<file path="src/rtl/flght_seq_if.sv">
// Command/status bundle between the front end, the flight sequencer and the flight controller.
interface flght_seq_if;
  logic       strt_cal;
  logic       motors_off;
  logic       cmd_rdy;
  logic       cal_done;
  logic [8:0] thrst_cmd;
  logic       inertial_cal;
  logic [8:0] thrst;
  logic       mtrs_en;
  logic       cal_cmplt;
  logic       fault;
  logic [2:0] state;

  modport master (
    output strt_cal, motors_off, cmd_rdy, cal_done, thrst_cmd,
    input  inertial_cal, thrst, mtrs_en, cal_cmplt, fault, state
  );

  modport slave (
    input  strt_cal, motors_off, cmd_rdy, cal_done, thrst_cmd,
    output inertial_cal, thrst, mtrs_en, cal_cmplt, fault, state
  );
endinterface

</file>
<file path="src/rtl/flght_seq.sv">
// Flight mode sequencer: calibration with timeout, slewed spin-up/landing,
// and a forced descent when the command link goes quiet. All outputs registered.
module flght_seq #(
  parameter int CAL_TMO  = 1_000_000,
  parameter int RAMP_DIV = 2048,
  parameter int WDOG_CYC = 2_000_000
) (
  input  logic       clk,
  input  logic       rst,
  flght_seq_if.slave bus
);

  typedef enum logic [2:0] {
    IDLE  = 3'd0,
    CAL   = 3'd1,
    RAMP  = 3'd2,
    RUN   = 3'd3,
    DSCND = 3'd4,
    FAULT = 3'd5
  } state_t;

  localparam int CW = (CAL_TMO  > 1) ? $clog2(CAL_TMO)  : 1;
  localparam int DW = (RAMP_DIV > 1) ? $clog2(RAMP_DIV) : 1;
  localparam int WW = (WDOG_CYC > 1) ? $clog2(WDOG_CYC) : 1;
  localparam logic [CW-1:0] CAL_LAST = CW'(CAL_TMO - 1);
  localparam logic [DW-1:0] DIV_LAST = DW'(RAMP_DIV - 1);
  localparam logic [WW-1:0] WD_LAST  = WW'(WDOG_CYC - 1);

  state_t        r_state, w_nxt;
  logic [8:0]    r_thrst, w_thrst;
  logic          r_fault, w_fault;
  logic          r_cal_cmplt, w_cal_cmplt;
  logic          r_inertial_cal, r_mtrs_en;
  logic [CW-1:0] r_cal_cnt, w_cal_cnt;
  logic [DW-1:0] r_div, w_div;
  logic [WW-1:0] r_wd, w_wd;
  logic          w_step, w_wd_exp;

  assign w_step = (r_div == DIV_LAST);

  always_comb begin
    w_nxt       = r_state;
    w_thrst     = r_thrst;
    w_fault     = r_fault;
    w_cal_cmplt = 1'b0;
    w_cal_cnt   = '0;
    w_div       = '0;
    w_wd        = '0;
    w_wd_exp    = 1'b0;

    case (r_state)
      IDLE: begin
        w_thrst = '0;
        if (bus.strt_cal && !bus.motors_off) w_nxt = CAL;
      end

      CAL: begin
        w_thrst = '0;
        if (bus.motors_off) begin
          w_nxt = IDLE;
        end else if (bus.cal_done) begin
          w_nxt       = RAMP;
          w_cal_cmplt = 1'b1;
        end else if (r_cal_cnt == CAL_LAST) begin
          w_nxt   = FAULT;
          w_fault = 1'b1;
        end else begin
          w_cal_cnt = r_cal_cnt + CW'(1);
        end
      end

      RAMP, RUN: begin
        // cmd_rdy on the terminal count rescues the link; counter holds at terminal otherwise
        w_wd_exp = !bus.cmd_rdy && (r_wd == WD_LAST);
        if (bus.cmd_rdy)   w_wd = '0;
        else if (w_wd_exp) w_wd = r_wd;
        else               w_wd = r_wd + WW'(1);

        if (bus.motors_off) begin
          w_nxt = DSCND;
        end else if (w_wd_exp) begin
          w_nxt   = DSCND;
          w_fault = 1'b1;
        end else if (r_state == RUN) begin
          w_thrst = bus.thrst_cmd;
        end else if (r_thrst == bus.thrst_cmd) begin
          w_nxt = RUN;
        end else if (w_step) begin
          w_thrst = (r_thrst < bus.thrst_cmd) ? r_thrst + 9'd1 : r_thrst - 9'd1;
        end else begin
          w_div = r_div + DW'(1);
        end
      end

      DSCND: begin
        if (r_thrst == '0)  w_nxt   = r_fault ? FAULT : IDLE;
        else if (w_step)    w_thrst = r_thrst - 9'd1;
        else                w_div   = r_div + DW'(1);
      end

      FAULT: begin
        w_thrst = '0;
        if (bus.strt_cal) begin
          w_nxt   = CAL;
          w_fault = 1'b0;
        end
      end

      default: begin
        w_nxt   = IDLE;
        w_thrst = '0;
      end
    endcase

    if (w_nxt != r_state) w_div = '0;
    if (!(w_nxt inside {RAMP, RUN})) w_wd = '0;
  end

  always_ff @(posedge clk or posedge rst) begin
    if (rst) begin
      r_state        <= IDLE;
      r_thrst        <= '0;
      r_fault        <= 1'b0;
      r_cal_cmplt    <= 1'b0;
      r_inertial_cal <= 1'b0;
      r_mtrs_en      <= 1'b0;
      r_cal_cnt      <= '0;
      r_div          <= '0;
      r_wd           <= '0;
    end else begin
      r_state        <= w_nxt;
      r_thrst        <= w_thrst;
      r_fault        <= w_fault;
      r_cal_cmplt    <= w_cal_cmplt;
      r_inertial_cal <= (w_nxt == CAL);
      r_mtrs_en      <= (w_nxt inside {CAL, RAMP, RUN, DSCND});
      r_cal_cnt      <= w_cal_cnt;
      r_div          <= w_div;
      r_wd           <= w_wd;
    end
  end

  assign bus.inertial_cal = r_inertial_cal;
  assign bus.thrst        = r_thrst;
  assign bus.mtrs_en      = r_mtrs_en;
  assign bus.cal_cmplt    = r_cal_cmplt;
  assign bus.fault        = r_fault;
  assign bus.state        = r_state;

endmodule

</file>
<file path="src/flat_wrapper.sv">
// flat-port wrapper written by rule: the top's interface ports become plain ports
module flght_seq_flat 
#(
  parameter int CAL_TMO  = 1_000_000,
  parameter int RAMP_DIV = 2048,
  parameter int WDOG_CYC = 2_000_000
)
  (clk, rst, bus_strt_cal, bus_motors_off, bus_cmd_rdy, bus_cal_done, bus_thrst_cmd, bus_inertial_cal, bus_thrst, bus_mtrs_en, bus_cal_cmplt, bus_fault, bus_state);
  flght_seq_if bus_i ();
  input  logic clk;
  input  logic rst;
  input wire logic [$bits(bus_i.strt_cal)-1:0] bus_strt_cal;
  input wire logic [$bits(bus_i.motors_off)-1:0] bus_motors_off;
  input wire logic [$bits(bus_i.cmd_rdy)-1:0] bus_cmd_rdy;
  input wire logic [$bits(bus_i.cal_done)-1:0] bus_cal_done;
  input wire logic [$bits(bus_i.thrst_cmd)-1:0] bus_thrst_cmd;
  output wire logic [$bits(bus_i.inertial_cal)-1:0] bus_inertial_cal;
  output wire logic [$bits(bus_i.thrst)-1:0] bus_thrst;
  output wire logic [$bits(bus_i.mtrs_en)-1:0] bus_mtrs_en;
  output wire logic [$bits(bus_i.cal_cmplt)-1:0] bus_cal_cmplt;
  output wire logic [$bits(bus_i.fault)-1:0] bus_fault;
  output wire logic [$bits(bus_i.state)-1:0] bus_state;
  assign bus_i.strt_cal = bus_strt_cal;
  assign bus_i.motors_off = bus_motors_off;
  assign bus_i.cmd_rdy = bus_cmd_rdy;
  assign bus_i.cal_done = bus_cal_done;
  assign bus_i.thrst_cmd = bus_thrst_cmd;
  assign bus_inertial_cal = bus_i.inertial_cal;
  assign bus_thrst = bus_i.thrst;
  assign bus_mtrs_en = bus_i.mtrs_en;
  assign bus_cal_cmplt = bus_i.cal_cmplt;
  assign bus_fault = bus_i.fault;
  assign bus_state = bus_i.state;
  flght_seq #(.CAL_TMO(CAL_TMO), .RAMP_DIV(RAMP_DIV), .WDOG_CYC(WDOG_CYC)) u_core (.clk(clk), .rst(rst), .bus(bus_i));
endmodule
</file>
<file path="config.mk">
export PLATFORM = sky130hd
export DESIGN_NAME = flght_seq_flat
export DESIGN_NICKNAME = d
export VERILOG_FILES = /design/src/rtl/flght_seq_if.sv /design/src/rtl/flght_seq.sv /design/src/flat_wrapper.sv
export SDC_FILE = /design/constraint.sdc
export NUM_CORES = 1
export LEC_CHECK = 0
export ABC_AREA = 1
export CAP_MARGIN = 20
export CORE_MARGIN = 1
export CORE_UTILIZATION = 64
export DETAILED_ROUTE_END_ITERATION = 12
export HOLD_SLACK_MARGIN = 0.08
export MAX_ROUTING_LAYER = met4
export PLACE_DENSITY_LB_ADDON = 0.15
export SYNTH_ARGS = -nofsm -noshare
export SYNTH_HDL_FRONTEND = slang
export SYNTH_SLANG_ARGS = --single-unit
</file>
<file path="constraint.sdc">
create_clock -name clk -period 4.6 [get_ports clk]
set_clock_uncertainty 0.1 [all_clocks]
set_input_delay 0.46 -clock clk [delete_from_list [all_inputs] [get_ports clk]]
set_output_delay 0.46 -clock clk [all_outputs]
set_load 0.1 [all_outputs]
</file>
==> impl_metrics.yaml, run 1 <==
run_status:
  run_status: "complete, but fails checks"
  failing_checks: "design-rule violations"
timing:
  slew_headroom_pct: 33.7
  slew_violations: 0
  hold_viol_final: 0
  grt_setup_unrepaired: "no"
  timing_worst_slew_pin_value_ps: 991
  timing.setup.tns_ps: 0
  layout_min_cycle_time_ps: 2920
  min_period_over_period_pct: 63.5
  maxClockFrequency_mhz: 343
  setup_viol_count_final: 0
grt:
  number_of_antenna_violations_at_the_first_check_in_global_routing: 0
  grt_pass1_wl_um: 17800
  grt_start_max_net_pins: 51
  grt_overflow: 0
  via_count_of_the_first_global_routing_pass: 4037
  grt.total_usage_pct: 32.2
floorplan:
  floorplan.io_pins: 31
  std_cell_rows: 29
  core_area_mm2: 0.00649
  dieArea_mm2: 0.00722
  initial_utilization_pct: 67.8
  dieWidth_um: 85.0
  die_height_um: 85.0
synth:
  net_count_of_the_mapped_netlist: 655
  post_synth_main_area_contributors: "sky130_fd_sc_hd__dfrtp_1 39%, sky130_fd_sc_hd__nand2_1 14%, sky130_fd_sc_hd__nor2_1 8.3%"
  simple_gate_area_share_of_the_yosys_netlist_pct: 36.0
  synth_edf_count: 0
  synth_sequential_area_ratio_pct: 38.6
  post_synth_most_frequent_cells: "159 x sky130_fd_sc_hd__nand2_1, 97 x sky130_fd_sc_hd__nor2_1, 85 x sky130_fd_sc_hd__inv_1, 68 x sky130_fd_sc_hd__dfrtp_1, 48 x sky130_fd_sc_hd__nand3_1"
  synth.yosys.warnings: 0
  post_synth.cell_area_avg_um2: 7.05
  ys_seq_elements: 68
  post_synth_fa_ha_maj_area_fraction_pct: 4.26
  syn_inst: 625
  top_reg_cell_synth: "sky130_fd_sc_hd__dfrtp_1"
  synth-compound-area-share_pct: 6.50
  netlist.area_leader.share_pct: 38.6
  synth_mux_area_share_pct: 0
  synth_cell_types: 32
  combinational_family_with_the_most_area_after_synthesis: "simple AND/OR/NAND/NOR gates"
  synth_xor_xnor_area_share_pct: 5.57
  synthDominantAreaCellType: "sky130_fd_sc_hd__dfrtp_1"
  share_of_synthesized_flip_flops_with_an_asynchronous_set_or_reset_pct: 100
  post-synth-top-count-cell: "sky130_fd_sc_hd__nand2_1"
  synthesized_area_mm2: 0.00441
worst_setup_path:
  regToRegSetupSlack_ps: 1900
  timing.reg2reg.worst_path_depth: 6
  crit-reg2reg-launch: "u_core.bus.state[0]$_DFF_PP0_"
  crit_path_start_kind: "flop"
  worstReg2RegEnd: "u_core.r_wd[7]$_DFFE_PP0P_"
  cp.arrival_ps: 2360
  worst_path_largest_cell_delay_ps: 1270
  timing.critical_path.required_ps: 4040
  crit_buf_inv: 1
  cpMaxStageDelayCell: "sky130_fd_sc_hd__clkdlybuf4s50_1"
  worstPathMaxFanout: 14
  critPathCaptureType: "output port"
  worst_path_dominant_cell_family: "buffers and inverters"
  path_cells: "clkdlybuf4s50_1"
  critical_path_class: "reg -> out"
cts:
  cts_resized: 0
  holdBufCountCts: 0
  cts_h_tree_depth: 3
  cts_tree: "done"
  cts.sinks: 68
  worst_skew_pair.late_latency_ps: 350
  cts_buffers: 9
  cts_root_buf: "sky130_fd_sc_hd__clkbuf_8"
  post-cts-setup-buffers: 0
  path_clk_slew_ps: 80
  clock_path_buffers: 2
job:
  drv_cap: 0
placement:
  placement.io_buffers: 30
  post-place-cells: 724
  globalplace.congestion: 0.937
  hpwl_um: 7410
pwr:
  static-leakage-power_nw: 2.32
  vdd_drop_max_mv: 0.262
  power.density_mw_per_mm2: 491
  total_power_mw: 2.45
route:
  maxUsedRoutingLayer: "met4"
  vias_per_cell: 5.62
  vias: 4166
  wl_met3_um: 578
  length_of_routed_wiring_on_met1_um: 4640
  detail_route.wl_per_cell_um: 14.0
  routed_wl_um: 10400
  met2_length_um: 4890
  drt-initial-drc-count: 332
  postRouteAntennaNets: 0
  dr.pass1.iters: 10
  route.detailed.drc: 2
layout:
  insertedDiodeCount: 0
  final_layout_size_suffix_gt1_share_pct: 6.93
  final_net_count: 689
  finish.cell_count_without_fillers: 741
  area_delta_synth_final_pct: 13.5
  final.fill_count: 488
  multi_input_area_mm2: 0.00230
  register_area_mm2: 0.00170
hold_path:
  min_delay_path_depth: 1
  min_from: "u_core.r_cal_cnt[0]$_DFF_PP0_"
  hold_class: "reg -> reg"
  hold_path_end: "u_core.r_cal_cnt[0]$_DFF_PP0_"
-- registers in the layout, indices dropped and copies added (netlist names) --
signal,flops
u_core.bus.inertial_cal,1
u_core.bus.cal_cmplt,1
u_core.r_cal_cnt,20
u_core.bus.thrst,9
u_core.bus.fault,1
u_core.r_div,11
u_core.bus.state,3
u_core.r_wd,21
u_core.bus.mtrs_en,1
-- report_power, final --
group          switching, mW  internal (mW)  total (mW)
Combinational          0.839          0.313        1.15
Clock                  0.252          0.308       0.560
Sequential            0.0915          0.651       0.743
Total                   1.18           1.27        2.45
-- how the worst max path moves through the flow --
stage                                            to  cells after the start                       startpoint  slack, ps
floorplan           u_core.bus.thrst[2]$_DFFE_PP0P_                     12  u_core.bus.thrst[0]$_DFFE_PP0P_       2140
global placement        u_core.r_wd[18]$_DFFE_PP0P_                      9                      bus_cmd_rdy       1920
detailed placement       u_core.r_wd[7]$_DFFE_PP0P_                      9                      bus_cmd_rdy       1780
CTS                                    bus_state[0]                      1    u_core.bus.state[0]$_DFF_PP0_       1700
finish                                 bus_state[0]                      1    u_core.bus.state[0]$_DFF_PP0_       1680
global route             u_core.r_wd[7]$_DFFE_PP0P_                      6    u_core.bus.state[0]$_DFF_PP0_       1610
-- area by class of cell --
class | count | area share, %
Sequential cell | 68 | 34.0
Inverter | 92 | 6.91
Multi-Input combinational cell | 456 | 46.1
Timing Repair Buffer | 32 | 6.56
Clock inverter | 7 | 1.98
Clock buffer | 9 | 2.48
Tap cell | 77 | 1.93
-- stage by stage --
stage	utilization, %	hold WS, ps	worst slack, ps	instance area (um^2)
after floorplan	-	324	2140	4410
after global placement	73.2	339	1920	4760
after detailed placement	73.2	350	1780	4760
after CTS	76.7	363	1700	4980
after global routing	77.0	392	1610	5000
final	77.0	373	1680	5000
-- per-layer routing --
metal  up-vias  global-route usage (%)
met5         -                       -
met4         0                    13.1
met3        28                    4.09
met2       137                    53.4
met1      1946                    40.0
li1       2055                       -
-- cells in the final DEF (no fill, tap or decap), drive strengths merged --
cell type,netlist,final
o22ai,1,1
a21o,1,1
xor2,22,22
clkbuf,0,9
nor4,3,3
dfrtp,68,68
nor2,103,103
ha,15,15
inv,92,93
buf,9,2
clkdlybuf4s50,0,30
nor3b,1,1
xnor2,6,6
nor3,24,24
a31o,1,1
nand2,160,160
nand3,51,51
clkinvlp,0,1
a21oi,27,27
nand4,17,17
clkinv,0,3
a31oi,4,4
o21ai,18,18
and3,1,1
a32o,1,1
bufinv,0,2
-- logic make-up (layout without fill, tap and decap cells) --
| logic type | Yosys count | count (layout) |
|---|---|---|
| AND/OR/NAND/NOR | 360 | 360 |
| buffers and inverters | 101 | 140 |
| adder cells (fa/ha/maj) | 15 | 15 |
| flip-flops | 68 | 68 |
| AO/OA/AOI/OAI | 53 | 53 |
| XOR/XNOR | 28 | 28 |
No activity file was read; power rests on OpenSTA's default activity.
==> inputs of run 2 (changes only) <==
CORE_UTILIZATION = 60   (was 64)
clock period = 3.05 ns   (was 4.6 ns; I/O delays follow)
==> run 2 against run 1 <==
Compared with the run above: the run now ends clean; flip-flop and latch count stayed put; worst setup slack worse by 910 ps; power up 48%; wire length decreased by 4.9%; via count down 2.2%; count of clock-buffer cells in the layout did not move; sequential power up 51%; hold slack lost 220 ps; design area shrank 0.28%; non-clock buffer count grew 2; combinational power is 48% higher; global-route usage decreased by 3.6 points.
==> impl_metrics.yaml, run 2 (synthesis gave the netlist of run 1 again) <==
grt:
  groute.layer.met3.usage_pct: 6.13
  grt_start_max_net_pins: 34
  number_of_antenna_violations_at_the_first_check_in_global_routing: 0
  grt_overflow: 0
  grt_pass1_wl_um: 16600
  via_count_of_the_first_global_routing_pass: 3818
  gr-usage-met2_pct: 49.9
  grt-busiest-layer: "met2"
  globalRouteMet1Util_pct: 34.0
  grt.total_usage_pct: 28.6
timing:
  timing.setup.tns_ps: 0
  hold_viol_final: 0
  slew_violations: 0
  maxClockFrequency_mhz: 439
  layout_min_cycle_time_ps: 2280
  setup_viol_count_final: 0
  slew_headroom_pct: 59.1
  min_period_over_period_pct: 74.6
  hold-worst-slack_ps: 154
  timing_worst_slew_pin_value_ps: 614
  grt_setup_unrepaired: "no"
layout:
  area_delta_synth_final_pct: 13.1
  registers.top_by_ff_count: "u_core.r_wd"
  multi_input_area_mm2: 0.00230
  final.fill_count: 586
  max_reg_flops: 21
  register_area_mm2: 0.00170
  finish.utilization_pct: 71.8
  final_net_count: 691
  finish.cell_count_without_fillers: 762
  mostFrequentLayoutCell: "sky130_fd_sc_hd__nand2_1"
  final_layout_size_suffix_gt1_share_pct: 9.61
  insertedDiodeCount: 0
  top_regs: "u_core.r_wd x21, u_core.r_cal_cnt x20, u_core.r_div x11"
  layout_common_cells: "159 x sky130_fd_sc_hd__nand2_1, 97 x sky130_fd_sc_hd__nor2_1, 84 x sky130_fd_sc_hd__inv_1"
floorplan:
  core_area_mm2: 0.00694
  floorplan.io_pins: 31
  initial_utilization_pct: 63.4
  std_cell_rows: 30
  die_height_um: 87.7
  dieWidth_um: 87.7
  dieArea_mm2: 0.00769
cts:
  cts_buffers: 9
  worst_skew_pair.late_latency_ps: 340
  cts.sinks: 68
  cts_resized: 0
  holdBufCountCts: 0
  path_clk_slew_ps: 80
  clock_path_buffers: 2
  post-cts-setup-buffers: 0
  cts_root_buf: "sky130_fd_sc_hd__clkbuf_8"
  cts_h_tree_depth: 3
  cts_tree: "done"
pwr:
  power.share.sequential_pct: 30.7
  static-leakage-power_nw: 2.35
  intPower_mw: 1.90
  netSwitchingFraction_pct: 48.0
  switchingPower_mw: 1.75
  power.combinational.fraction_pct: 46.7
  clkPwrFrac_pct: 22.6
  vdd_drop_max_mv: 0.378
  power.density_mw_per_mm2: 731
worst_setup_path:
  worstPathMaxFanout: 12
  critPathCaptureType: "flop"
  crit-reg2reg-launch: "u_core.bus.thrst[4]$_DFFE_PP0P_"
  cp-startpoint: "u_core.bus.thrst[4]$_DFFE_PP0P_"
  critical_path_class: "reg -> reg"
  cp.arrival_ps: 2450
  timing.critical_path.required_ps: 3230
  crit_path_start_kind: "flop"
placement:
  post-place-cells: 746
  hpwl_um: 7410
  globalplace.congestion: 0.936
  placement.io_buffers: 30
route:
  dr.pass1.iters: 5
  postRouteAntennaNets: 0
  vias_per_cell: 5.35
  routed_wl_um: 9870
  drt-initial-drc-count: 320
  detail_route.wl_per_cell_um: 13.0
  route.detailed.drc: 0
  vias: 4076
job:
  drv_cap: 0
run_status:
  run_status: "finished clean"
hold_path:
  hold_class: "in -> async"
[run 2: changes by cell type in the layout (fill, tap and decap cells not counted)]
cell	change
sky130_fd_sc_hd__buf_12	-1
sky130_fd_sc_hd__buf_4	+19
sky130_fd_sc_hd__clkdlybuf4s50_1	-16
[run 2: path summary, 6_finish.rpt]
check / end / slack, ps / depth (start not counted)
max: u_core.bus.thrst[5]$_DFFE_PP0P_ / 770 / 12
min: u_core.r_wd[4]$_DFFE_PP0P_ / 150 / 2
max reg2reg: u_core.bus.thrst[5]$_DFFE_PP0P_ / 770 / 12
min reg2reg: u_core.r_div[0]$_DFF_PP0_ / 370 / 1
max in group asynchronous: u_core.r_cal_cnt[0]$_DFF_PP0_ / 1900 / 3
min in group clk: u_core.r_div[0]$_DFF_PP0_ / 370 / 1
[run 2: layer usage]
layer	share of wire, %	up-vias
li1	-	2061
met1	45	1900
met2	49	107
met3	4.9	8
met4	0.75	0
met5	0	-
[run 2: layout make-up]
type / instances / share of cell area [%]
Clock buffer: 9 / 2.48
Clock inverter: 7 / 1.98
Inverter: 92 / 6.93
Multi-Input combinational cell: 456 / 46.2
Sequential cell: 68 / 34.1
Tap cell: 96 / 2.41
Timing Repair Buffer: 34 / 5.82
[run 2: critical path, cell delays in order, from the launching register on]
cell                      delay, ps
sky130_fd_sc_hd__dfrtp_1        580
sky130_fd_sc_hd__ha_1           320
sky130_fd_sc_hd__nand2_1        130
sky130_fd_sc_hd__inv_1           60
sky130_fd_sc_hd__nand2_1         80
sky130_fd_sc_hd__nand2_1         50
sky130_fd_sc_hd__nand2_1         50
sky130_fd_sc_hd__nand3_1        310
sky130_fd_sc_hd__o21ai_0        290
sky130_fd_sc_hd__nand2_1         70
sky130_fd_sc_hd__nand2_1         60
sky130_fd_sc_hd__nand2_1         50
sky130_fd_sc_hd__nand2_1         60
[run 2: power groups by stage]
stage / clock network [mW] / logic, mW / registers, mW
2_1_floorplan: 0 / 0.887 / 1.57
3_3_place_gp: 0 / 1.66 / 1.13
3_5_place_dp: 0 / 1.68 / 1.13
4_1_cts: 0.844 / 1.69 / 1.12
5_1_grt: 0.876 / 1.85 / 1.13
6_report: 0.822 / 1.70 / 1.12
[run 2: per-stage QoR]
stage | area, um^2 | setup WS (ps) | power [mW]
global placement | 4760 | 589 | 2.79
detailed placement | 4760 | 543 | 2.82
floorplan | 4410 | 585 | 2.46
global route | 4980 | 539 | 3.86
CTS | 4980 | 819 | 3.66
finish | 4980 | 774 | 3.64
